**src/rtl/systolic_op_sequencer.sv**
```systemverilog
// -----------------------------------------------------------------------------
// systolic_op_sequencer
//
// Turns one 32-bit control instruction into cycle-by-cycle strobes for the
// systolic datapath. The phases run in this fixed order: CLEAR, LOAD_L,
// LOAD_T, SWAP, SHIFT and then DONE. A phase whose instruction bits are all
// clear is skipped and takes no cycles.
//
// Handshake: the instruction transfers on a cycle where instr_valid and
// instr_ready are both high. instr_ready is high only in IDLE. The word is
// latched at the transfer, so later changes on instr are ignored until the
// sequencer returns to IDLE. done pulses for one cycle when the sequence
// completes. A cycle with abort high in any non-IDLE state returns the
// sequencer to IDLE without a done pulse.
//
// Ports:
//   clk, fsm_rst_n          clock, asynchronous active-low reset
//   instr_valid/instr_ready instruction handshake
//   instr                   instruction word
//   abort                   synchronous cancel of the current instruction
//   busy, done, state_out   status: busy, completion pulse, state encoding
//   dp_rd_en, dp_rd_addr    data-memory row read
//   left_wr_en, top_wr_en,  buffer row writes and the row index
//   buf_wr_row
//   swap_left, swap_top     buffer swap pulses
//   shift_right, shift_down array shift enables
//   acc_en                  accumulate enable
//   clr_acc, clr_array,     clear pulses
//   clr_left, clr_top
// -----------------------------------------------------------------------------
module systolic_op_sequencer #(
    parameter int DATA_WIDTH    = 8,
    parameter int MATRIX_SIZE   = 8,
    parameter int DP_ADDR_WIDTH = 10,
    parameter int INSTR_WIDTH   = 32,
    parameter int SHIFT_LEN     = 3*MATRIX_SIZE-2
) (
    input  logic                           clk,
    input  logic                           fsm_rst_n,
    input  logic                           instr_valid,
    output logic                           instr_ready,
    input  logic [INSTR_WIDTH-1:0]         instr,
    input  logic                           abort,
    output logic                           busy,
    output logic                           done,
    output logic [2:0]                     state_out,
    output logic                           dp_rd_en,
    output logic [DP_ADDR_WIDTH-1:0]       dp_rd_addr,
    output logic                           left_wr_en,
    output logic                           top_wr_en,
    output logic [$clog2(MATRIX_SIZE)-1:0] buf_wr_row,
    output logic                           swap_left,
    output logic                           swap_top,
    output logic                           shift_right,
    output logic                           shift_down,
    output logic                           acc_en,
    output logic                           clr_acc,
    output logic                           clr_array,
    output logic                           clr_left,
    output logic                           clr_top
);

    localparam int ROW_W = $clog2(MATRIX_SIZE);
    // The counter must be able to hold N for the load phases and
    // SHIFT_LEN-1 for the shift phase.
    localparam int CNT_W = $clog2(SHIFT_LEN + MATRIX_SIZE + 2);
    localparam logic [31:0] L_DW = 32'(DATA_WIDTH);

    typedef enum logic [2:0] {
        S_IDLE   = 3'd0,
        S_CLEAR  = 3'd1,
        S_LOAD_L = 3'd2,
        S_LOAD_T = 3'd3,
        S_SWAP   = 3'd4,
        S_SHIFT  = 3'd5,
        S_DONE   = 3'd6
    } state_t;

    state_t                   r_state, w_state_nxt;
    logic [CNT_W-1:0]         r_cnt, w_cnt_nxt;
    logic [INSTR_WIDTH-1:0]   r_instr;
    logic [DP_ADDR_WIDTH-1:0] w_base;
    logic                     w_unused;

    // Returns the first requested phase whose encoding is >= from. The
    // phase encodings increase in execution order, which makes this
    // comparison valid. The checks run from the last phase to the first,
    // so the earliest requested phase takes priority.
    function automatic state_t first_phase(input logic [INSTR_WIDTH-1:0] w,
                                           input logic [2:0] from);
        state_t s;
        s = S_DONE;
        if (from <= 3'd5 && (w[27] | w[26])) s = S_SHIFT;
        if (from <= 3'd4 && (w[29] | w[28])) s = S_SWAP;
        if (from <= 3'd3 && w[30])           s = S_LOAD_T;
        if (from <= 3'd2 && w[31])           s = S_LOAD_L;
        if (from <= 3'd1 && (|w[17:14]))     s = S_CLEAR;
        return s;
    endfunction

    // When the instruction also loads the left buffer, the top buffer
    // rows start directly after the left rows in memory.
    assign w_base = r_instr[DP_ADDR_WIDTH-1:0] +
                    ((r_state == S_LOAD_T && r_instr[31]) ?
                     DP_ADDR_WIDTH'(MATRIX_SIZE) : '0);

    // These instruction bits are ignored. The NOP bit needs no logic
    // because any word without phase bits goes straight to DONE.
    assign w_unused = ^{r_instr[25:18], r_instr[13:DP_ADDR_WIDTH], L_DW[0]};

    always_ff @(posedge clk or negedge fsm_rst_n) begin
        if (!fsm_rst_n) begin
            r_state <= S_IDLE;
            r_cnt   <= '0;
            r_instr <= '0;
        end else begin
            r_state <= w_state_nxt;
            r_cnt   <= w_cnt_nxt;
            if (r_state == S_IDLE && instr_valid)
                r_instr <= instr;
        end
    end

    always_comb begin
        w_state_nxt = r_state;
        w_cnt_nxt   = r_cnt;
        instr_ready = 1'b0;
        done        = 1'b0;
        dp_rd_en    = 1'b0;
        dp_rd_addr  = '0;
        left_wr_en  = 1'b0;
        top_wr_en   = 1'b0;
        buf_wr_row  = '0;
        swap_left   = 1'b0;
        swap_top    = 1'b0;
        shift_right = 1'b0;
        shift_down  = 1'b0;
        acc_en      = 1'b0;
        clr_acc     = 1'b0;
        clr_array   = 1'b0;
        clr_left    = 1'b0;
        clr_top     = 1'b0;

        case (r_state)
            S_IDLE: begin
                instr_ready = 1'b1;
                if (instr_valid) begin
                    w_state_nxt = first_phase(instr, 3'd1);
                    w_cnt_nxt   = '0;
                end
            end
            S_CLEAR: begin
                clr_acc     = r_instr[17];
                clr_array   = r_instr[16];
                clr_left    = r_instr[15];
                clr_top     = r_instr[14];
                w_state_nxt = first_phase(r_instr, 3'd2);
                w_cnt_nxt   = '0;
            end
            S_LOAD_L, S_LOAD_T: begin
                // Memory reads happen for k = 0..N-1. Each buffer write comes
                // one cycle after its read, to cover the read latency.
                if (r_cnt < CNT_W'(MATRIX_SIZE)) begin
                    dp_rd_en   = 1'b1;
                    dp_rd_addr = w_base + DP_ADDR_WIDTH'(r_cnt);
                end
                if (r_cnt != '0) begin
                    left_wr_en = (r_state == S_LOAD_L);
                    top_wr_en  = (r_state == S_LOAD_T);
                    buf_wr_row = ROW_W'(r_cnt - CNT_W'(1));
                end
                if (r_cnt == CNT_W'(MATRIX_SIZE)) begin
                    w_state_nxt = first_phase(r_instr,
                                  (r_state == S_LOAD_L) ? 3'd3 : 3'd4);
                    w_cnt_nxt   = '0;
                end else begin
                    w_cnt_nxt = r_cnt + CNT_W'(1);
                end
            end
            S_SWAP: begin
                swap_left   = r_instr[29];
                swap_top    = r_instr[28];
                w_state_nxt = first_phase(r_instr, 3'd5);
                w_cnt_nxt   = '0;
            end
            S_SHIFT: begin
                shift_right = r_instr[27];
                shift_down  = r_instr[26];
                acc_en      = 1'b1;
                if (r_cnt == CNT_W'(SHIFT_LEN - 1)) begin
                    w_state_nxt = S_DONE;
                    w_cnt_nxt   = '0;
                end else begin
                    w_cnt_nxt = r_cnt + CNT_W'(1);
                end
            end
            S_DONE: begin
                done        = 1'b1;
                w_state_nxt = S_IDLE;
                w_cnt_nxt   = '0;
            end
            default: begin
                w_state_nxt = S_IDLE;
                w_cnt_nxt   = '0;
            end
        endcase

        if (abort && r_state != S_IDLE) begin
            w_state_nxt = S_IDLE;
            w_cnt_nxt   = '0;
        end
    end

    assign busy      = (r_state != S_IDLE);
    assign state_out = r_state;

endmodule

```
**config.mk**
```make
export PLATFORM = sky130hd
export DESIGN_NAME = systolic_op_sequencer
export DESIGN_NICKNAME = d
export VERILOG_FILES = /design/src/rtl/systolic_op_sequencer.sv
export SDC_FILE = /design/constraint.sdc
export NUM_CORES = 1
export LEC_CHECK = 0
export BUFFER_PORTS_ARGS = -buffer_cell sky130_fd_sc_hd__clkbuf_2
export CAP_MARGIN = 0
export CORE_AREA = 2 2 67 69
export DETAILED_ROUTE_END_ITERATION = 10
export DIE_AREA = 0 0 69 71
export PLACE_DENSITY = 0.81
export SLEW_MARGIN = 20
export SYNTH_ARGS = -nofsm -noshare
export SYNTH_HDL_FRONTEND = slang
export SYNTH_SLANG_ARGS = --single-unit
```
**constraint.sdc**
```tcl
create_clock -name clk -period 3.6 [get_ports clk]
set_clock_uncertainty 0.15 [all_clocks]
set_input_delay 0.36 -clock clk [delete_from_list [all_inputs] [get_ports clk]]
set_output_delay 0.36 -clock clk [all_outputs]
set_load 0.05 [all_outputs]
```
==> impl_results.md <==
* Status: complete, no violations
* Buffers inserted by post-CTS timing repair at 0
* Syn avg cell area at 9.92 um2
* Area share of the largest cell type after synthesis at 34.6%
* Final Power at 2.09 mW
* Total standard cell area after synthesis at 2020 um2
* Worst setup slack after layout at 134 ps
* Post-detailed-route via-to-cell ratio at 5.54
* Worst slew margin relative to its limit at 49.5%
* Number of nets in the finished design at 312
* Cells taking the most area after synthesis: sky130_fd_sc_hd__dfrtp_1, sky130_fd_sc_hd__ha_1, sky130_fd_sc_hd__mux2_4
* Kind of end point of the critical path: output port
* Post-synthesis async set-or-reset flop share at 100%
* Net count after synthesis at 255
* Number of global-route vias before repair at 1622
* Clock group share of total power at 8.3%
* Final hold violations at 0
* Sequential area share after synthesis at 34.6%
* Category of the worst setup path launch point: register
* Maximum number of pins on one net before global-route repair at 29
* Share of cells above drive strength 1 at 33.5%
* Antenna violations before repair at 0
* Final max-slew violation count at 0
* Worst R2R Path Depth at 5
* Number of antenna repair diodes at 0
* Wire length of the first global-routing pass at 7.39 mm
* Overflow left after global routing at 0
* Std cell rows at 24
* Number of DRC markers in iteration 0 at 50
* Aggregate routed wire length at 4.48 mm
* Post-route minimum period at 3470 ps
* EDFF count, synth at 0
* I/O pin total at 67
* CTS tree: yes
* Flip-flop and latch count after synthesis at 28
* Dominant synthesized flop cell: sky130_fd_sc_hd__dfrtp_1
* Global routing usage summed across all routing layers at 18.1%
* Clock insertion delay at the later pin of the skew report at 270 ps
* Number of H-tree branching levels at 1
* Leakage power figure at 1.19 nW
* # fillers at 375
* Core region area at 4200 um2
* Clock Tree Root: sky130_fd_sc_hd__clkbuf_8
* Syn Inst Count at 204
* IO buf count at 54
* Worst hold slack after final layout at 154 ps
* Relative area change from synthesis to final layout at 19.7%
* Arrival time at the worst endpoint at 2960 ps
* Required time at the worst-slack endpoint at 3090 ps
* Clock sink count at 28
* Internal Power at 1.03 mW
* Cell taking the most area after synthesis: sky130_fd_sc_hd__dfrtp_1
* Initial Utilization at 48.2%
* Area of the die at 4900 um2
* Maximum fanout along the worst path at 4
* Max Cap Violations at 0
* Number of remaining DRC errors at 0
* Fmax achieved at 0.288 GHz
* Bufs on Longest Clock Path at 2
* WHS Path Cells at 2
* Switching power total at 1.06 mW
* Fraction of power consumed by sequential logic at 28.0%
* Final setup violation count at 0
* Post-route ant nets at 0
* Worst-Margin Slew at 748 ps
* Routed via count at 1729
* Post-placement worst setup slack at 182 ps
* Routed wirelength normalized by instance count at 14.4 um
* DP Wirelength at 3.39 mm
* Width of the die at 69 um
* Share of the clock period used by the worst path at 96.3%
* Worst vdd rail ir drop at 0.553 mV
* Clock slew seen by the registers of the worst setup and hold paths at 100 ps
* Library cells used by synthesis at 55
* Number of buffers added by the clock tree synthesis step at 3
* Vertical die dimension at 71 um
* Synthesis Warnings at 0
* Category of the most critical setup path: register to output port
* Net Sw Frac at 50.7%
* Total power per unit cell area at 864 nW/um2
* GP Congestion at 0.943
* Relative contribution of combinational cells to total power at 63.7%
* Drt pass-1 iters at 4
* Worst min-delay path category: primary input to register
kinds of logic after synthesis:
logic type / Yosys count / synth area share (%)
buffers and inverters: 24 / 7.42
and+or+nand+nor: 73 / 19.5
muxes: 22 / 13.9
adders and majority gates: 15 / 10.0
AOI/OAI and AO/OA: 40 / 13.7
xor gates and xnor gates: 2 / 0.865
DFF: 28 / 34.6
sequential cells by signal, indices dropped and copies added, names as in the netlist:
| register | count |
|---|---|
| r_cnt | 5 |
| r_instr | 20 |
| state_out | 3 |
metrics by stage:
stage                     util (%)  cells  instance area [um2]  setup TNS [ps]
final                         57.6    312                 2420               0
after global routing          57.6    312                 2420           -26.8
after CTS                     57.1    312                 2400               0
after detailed placement      55.6    307                 2340               0
after global placement        55.6    307                 2340               0
after floorplan                  -    204                 2050               0
power by group through the flow:
stage / logic (mW) / clock network [mW] / registers, mW
finish: 1.33 / 0.173 / 0.587
global route: 1.46 / 0.189 / 0.609
CTS: 1.31 / 0.176 / 0.581
detailed placement: 1.30 / 0 / 0.588
global placement: 1.27 / 0 / 0.577
floorplan: 1.06 / 0 / 0.600
area by class of cell:
class	instances	area, um2	area share (%)
multi-input combinational	152	1220	50.3
sequential	28	704	29.1
timing repair buffer	60	324	13.4
inverter	16	65.1	2.68
tap	52	65.1	2.68
clock buffer	4	45.0	1.86
final timing paths:
kind	slack, ps	endpoint	from
worst max-delay path	130	dp_rd_addr[7]	state_out[2]$_DFFE_PN0P_
worst min-delay path	150	r_instr[1]$_DFFE_PN0P_	instr[1]
worst max register to register	1370	r_instr[31]$_DFFE_PN0P_	state_out[0]$_DFFE_PN0P_
worst min register to register	350	r_instr[1]$_DFFE_PN0P_	r_instr[1]$_DFFE_PN0P_
max in group asynchronous	2300	state_out[2]$_DFFE_PN0P_	fsm_rst_n
min in group asynchronous	510	r_instr[30]$_DFFE_PN0P_	fsm_rst_n
cell usage in the layout, fill, tap and decap left out, types with 2 or more instances in the layout:
master / instances
sky130_fd_sc_hd__nand3_1: 6
sky130_fd_sc_hd__dfrtp_1: 25
sky130_fd_sc_hd__or3_1: 2
sky130_fd_sc_hd__dfrtp_2: 3
sky130_fd_sc_hd__mux2i_1: 2
sky130_fd_sc_hd__o21ai_0: 8
sky130_fd_sc_hd__nor2b_1: 2
sky130_fd_sc_hd__nor2_1: 18
sky130_fd_sc_hd__nor4_1: 3
sky130_fd_sc_hd__nand2b_1: 4
sky130_fd_sc_hd__nor3_1: 6
sky130_fd_sc_hd__buf_4: 5
sky130_fd_sc_hd__nand2_1: 8
sky130_fd_sc_hd__a21oi_1: 5
sky130_fd_sc_hd__ha_1: 12
sky130_fd_sc_hd__and2_1: 9
sky130_fd_sc_hd__mux2_4: 10
sky130_fd_sc_hd__clkbuf_8: 3
sky130_fd_sc_hd__clkbuf_2: 52
sky130_fd_sc_hd__a21o_1: 2
sky130_fd_sc_hd__mux2_2: 2
sky130_fd_sc_hd__and3_1: 5
sky130_fd_sc_hd__a211oi_1: 3
sky130_fd_sc_hd__mux2_1: 7
sky130_fd_sc_hd__o21bai_1: 2
sky130_fd_sc_hd__inv_1: 14
sky130_fd_sc_hd__fa_1: 2
synth_stat cells (4+ instances only):
cell                       instances
sky130_fd_sc_hd__and3_1            5
sky130_fd_sc_hd__dfrtp_1          28
sky130_fd_sc_hd__nand2b_1          4
sky130_fd_sc_hd__and2_1            9
sky130_fd_sc_hd__nor3_1            7
sky130_fd_sc_hd__mux2_1            7
sky130_fd_sc_hd__ha_1             13
sky130_fd_sc_hd__a21oi_1           6
sky130_fd_sc_hd__inv_1            14
sky130_fd_sc_hd__nand2_1           8
sky130_fd_sc_hd__nor2_1           18
sky130_fd_sc_hd__mux2_4           10
sky130_fd_sc_hd__o21ai_0          10
sky130_fd_sc_hd__nand3_1           6
critical path, stage by stage (launching register included):
cell	delay [ps]
sky130_fd_sc_hd__dfrtp_2	410
sky130_fd_sc_hd__and2b_1	210
sky130_fd_sc_hd__nand3_1	100
sky130_fd_sc_hd__fa_1	490
sky130_fd_sc_hd__inv_1	60
sky130_fd_sc_hd__ha_4	250
sky130_fd_sc_hd__nor2b_1	150
sky130_fd_sc_hd__o21a_1	180
sky130_fd_sc_hd__o21a_2	240
sky130_fd_sc_hd__o21ai_4	180
sky130_fd_sc_hd__mux2i_4	240
sky130_fd_sc_hd__buf_6	170
per-layer routing:
metal / GRT usage [%] / vias to the layer above / wire length (um)
met5: 0 / - / 0
met4: 3.49 / 0 / 12
met3: 2.28 / 2 / 166
met2: 31.9 / 53 / 2230
met1: 24.2 / 829 / 2070
li1: - / 845 / -
what timing repair did:
item / CTS / global route
pin swaps: 0 / 1
endpoints found under the hold margin: 28 / 0
endpoints found under the setup margin: 1 / 4
hold buffers: 1 / 0
gates resized for setup: 2 / 7
Note: power is estimated with default switching activity, not from simulation.
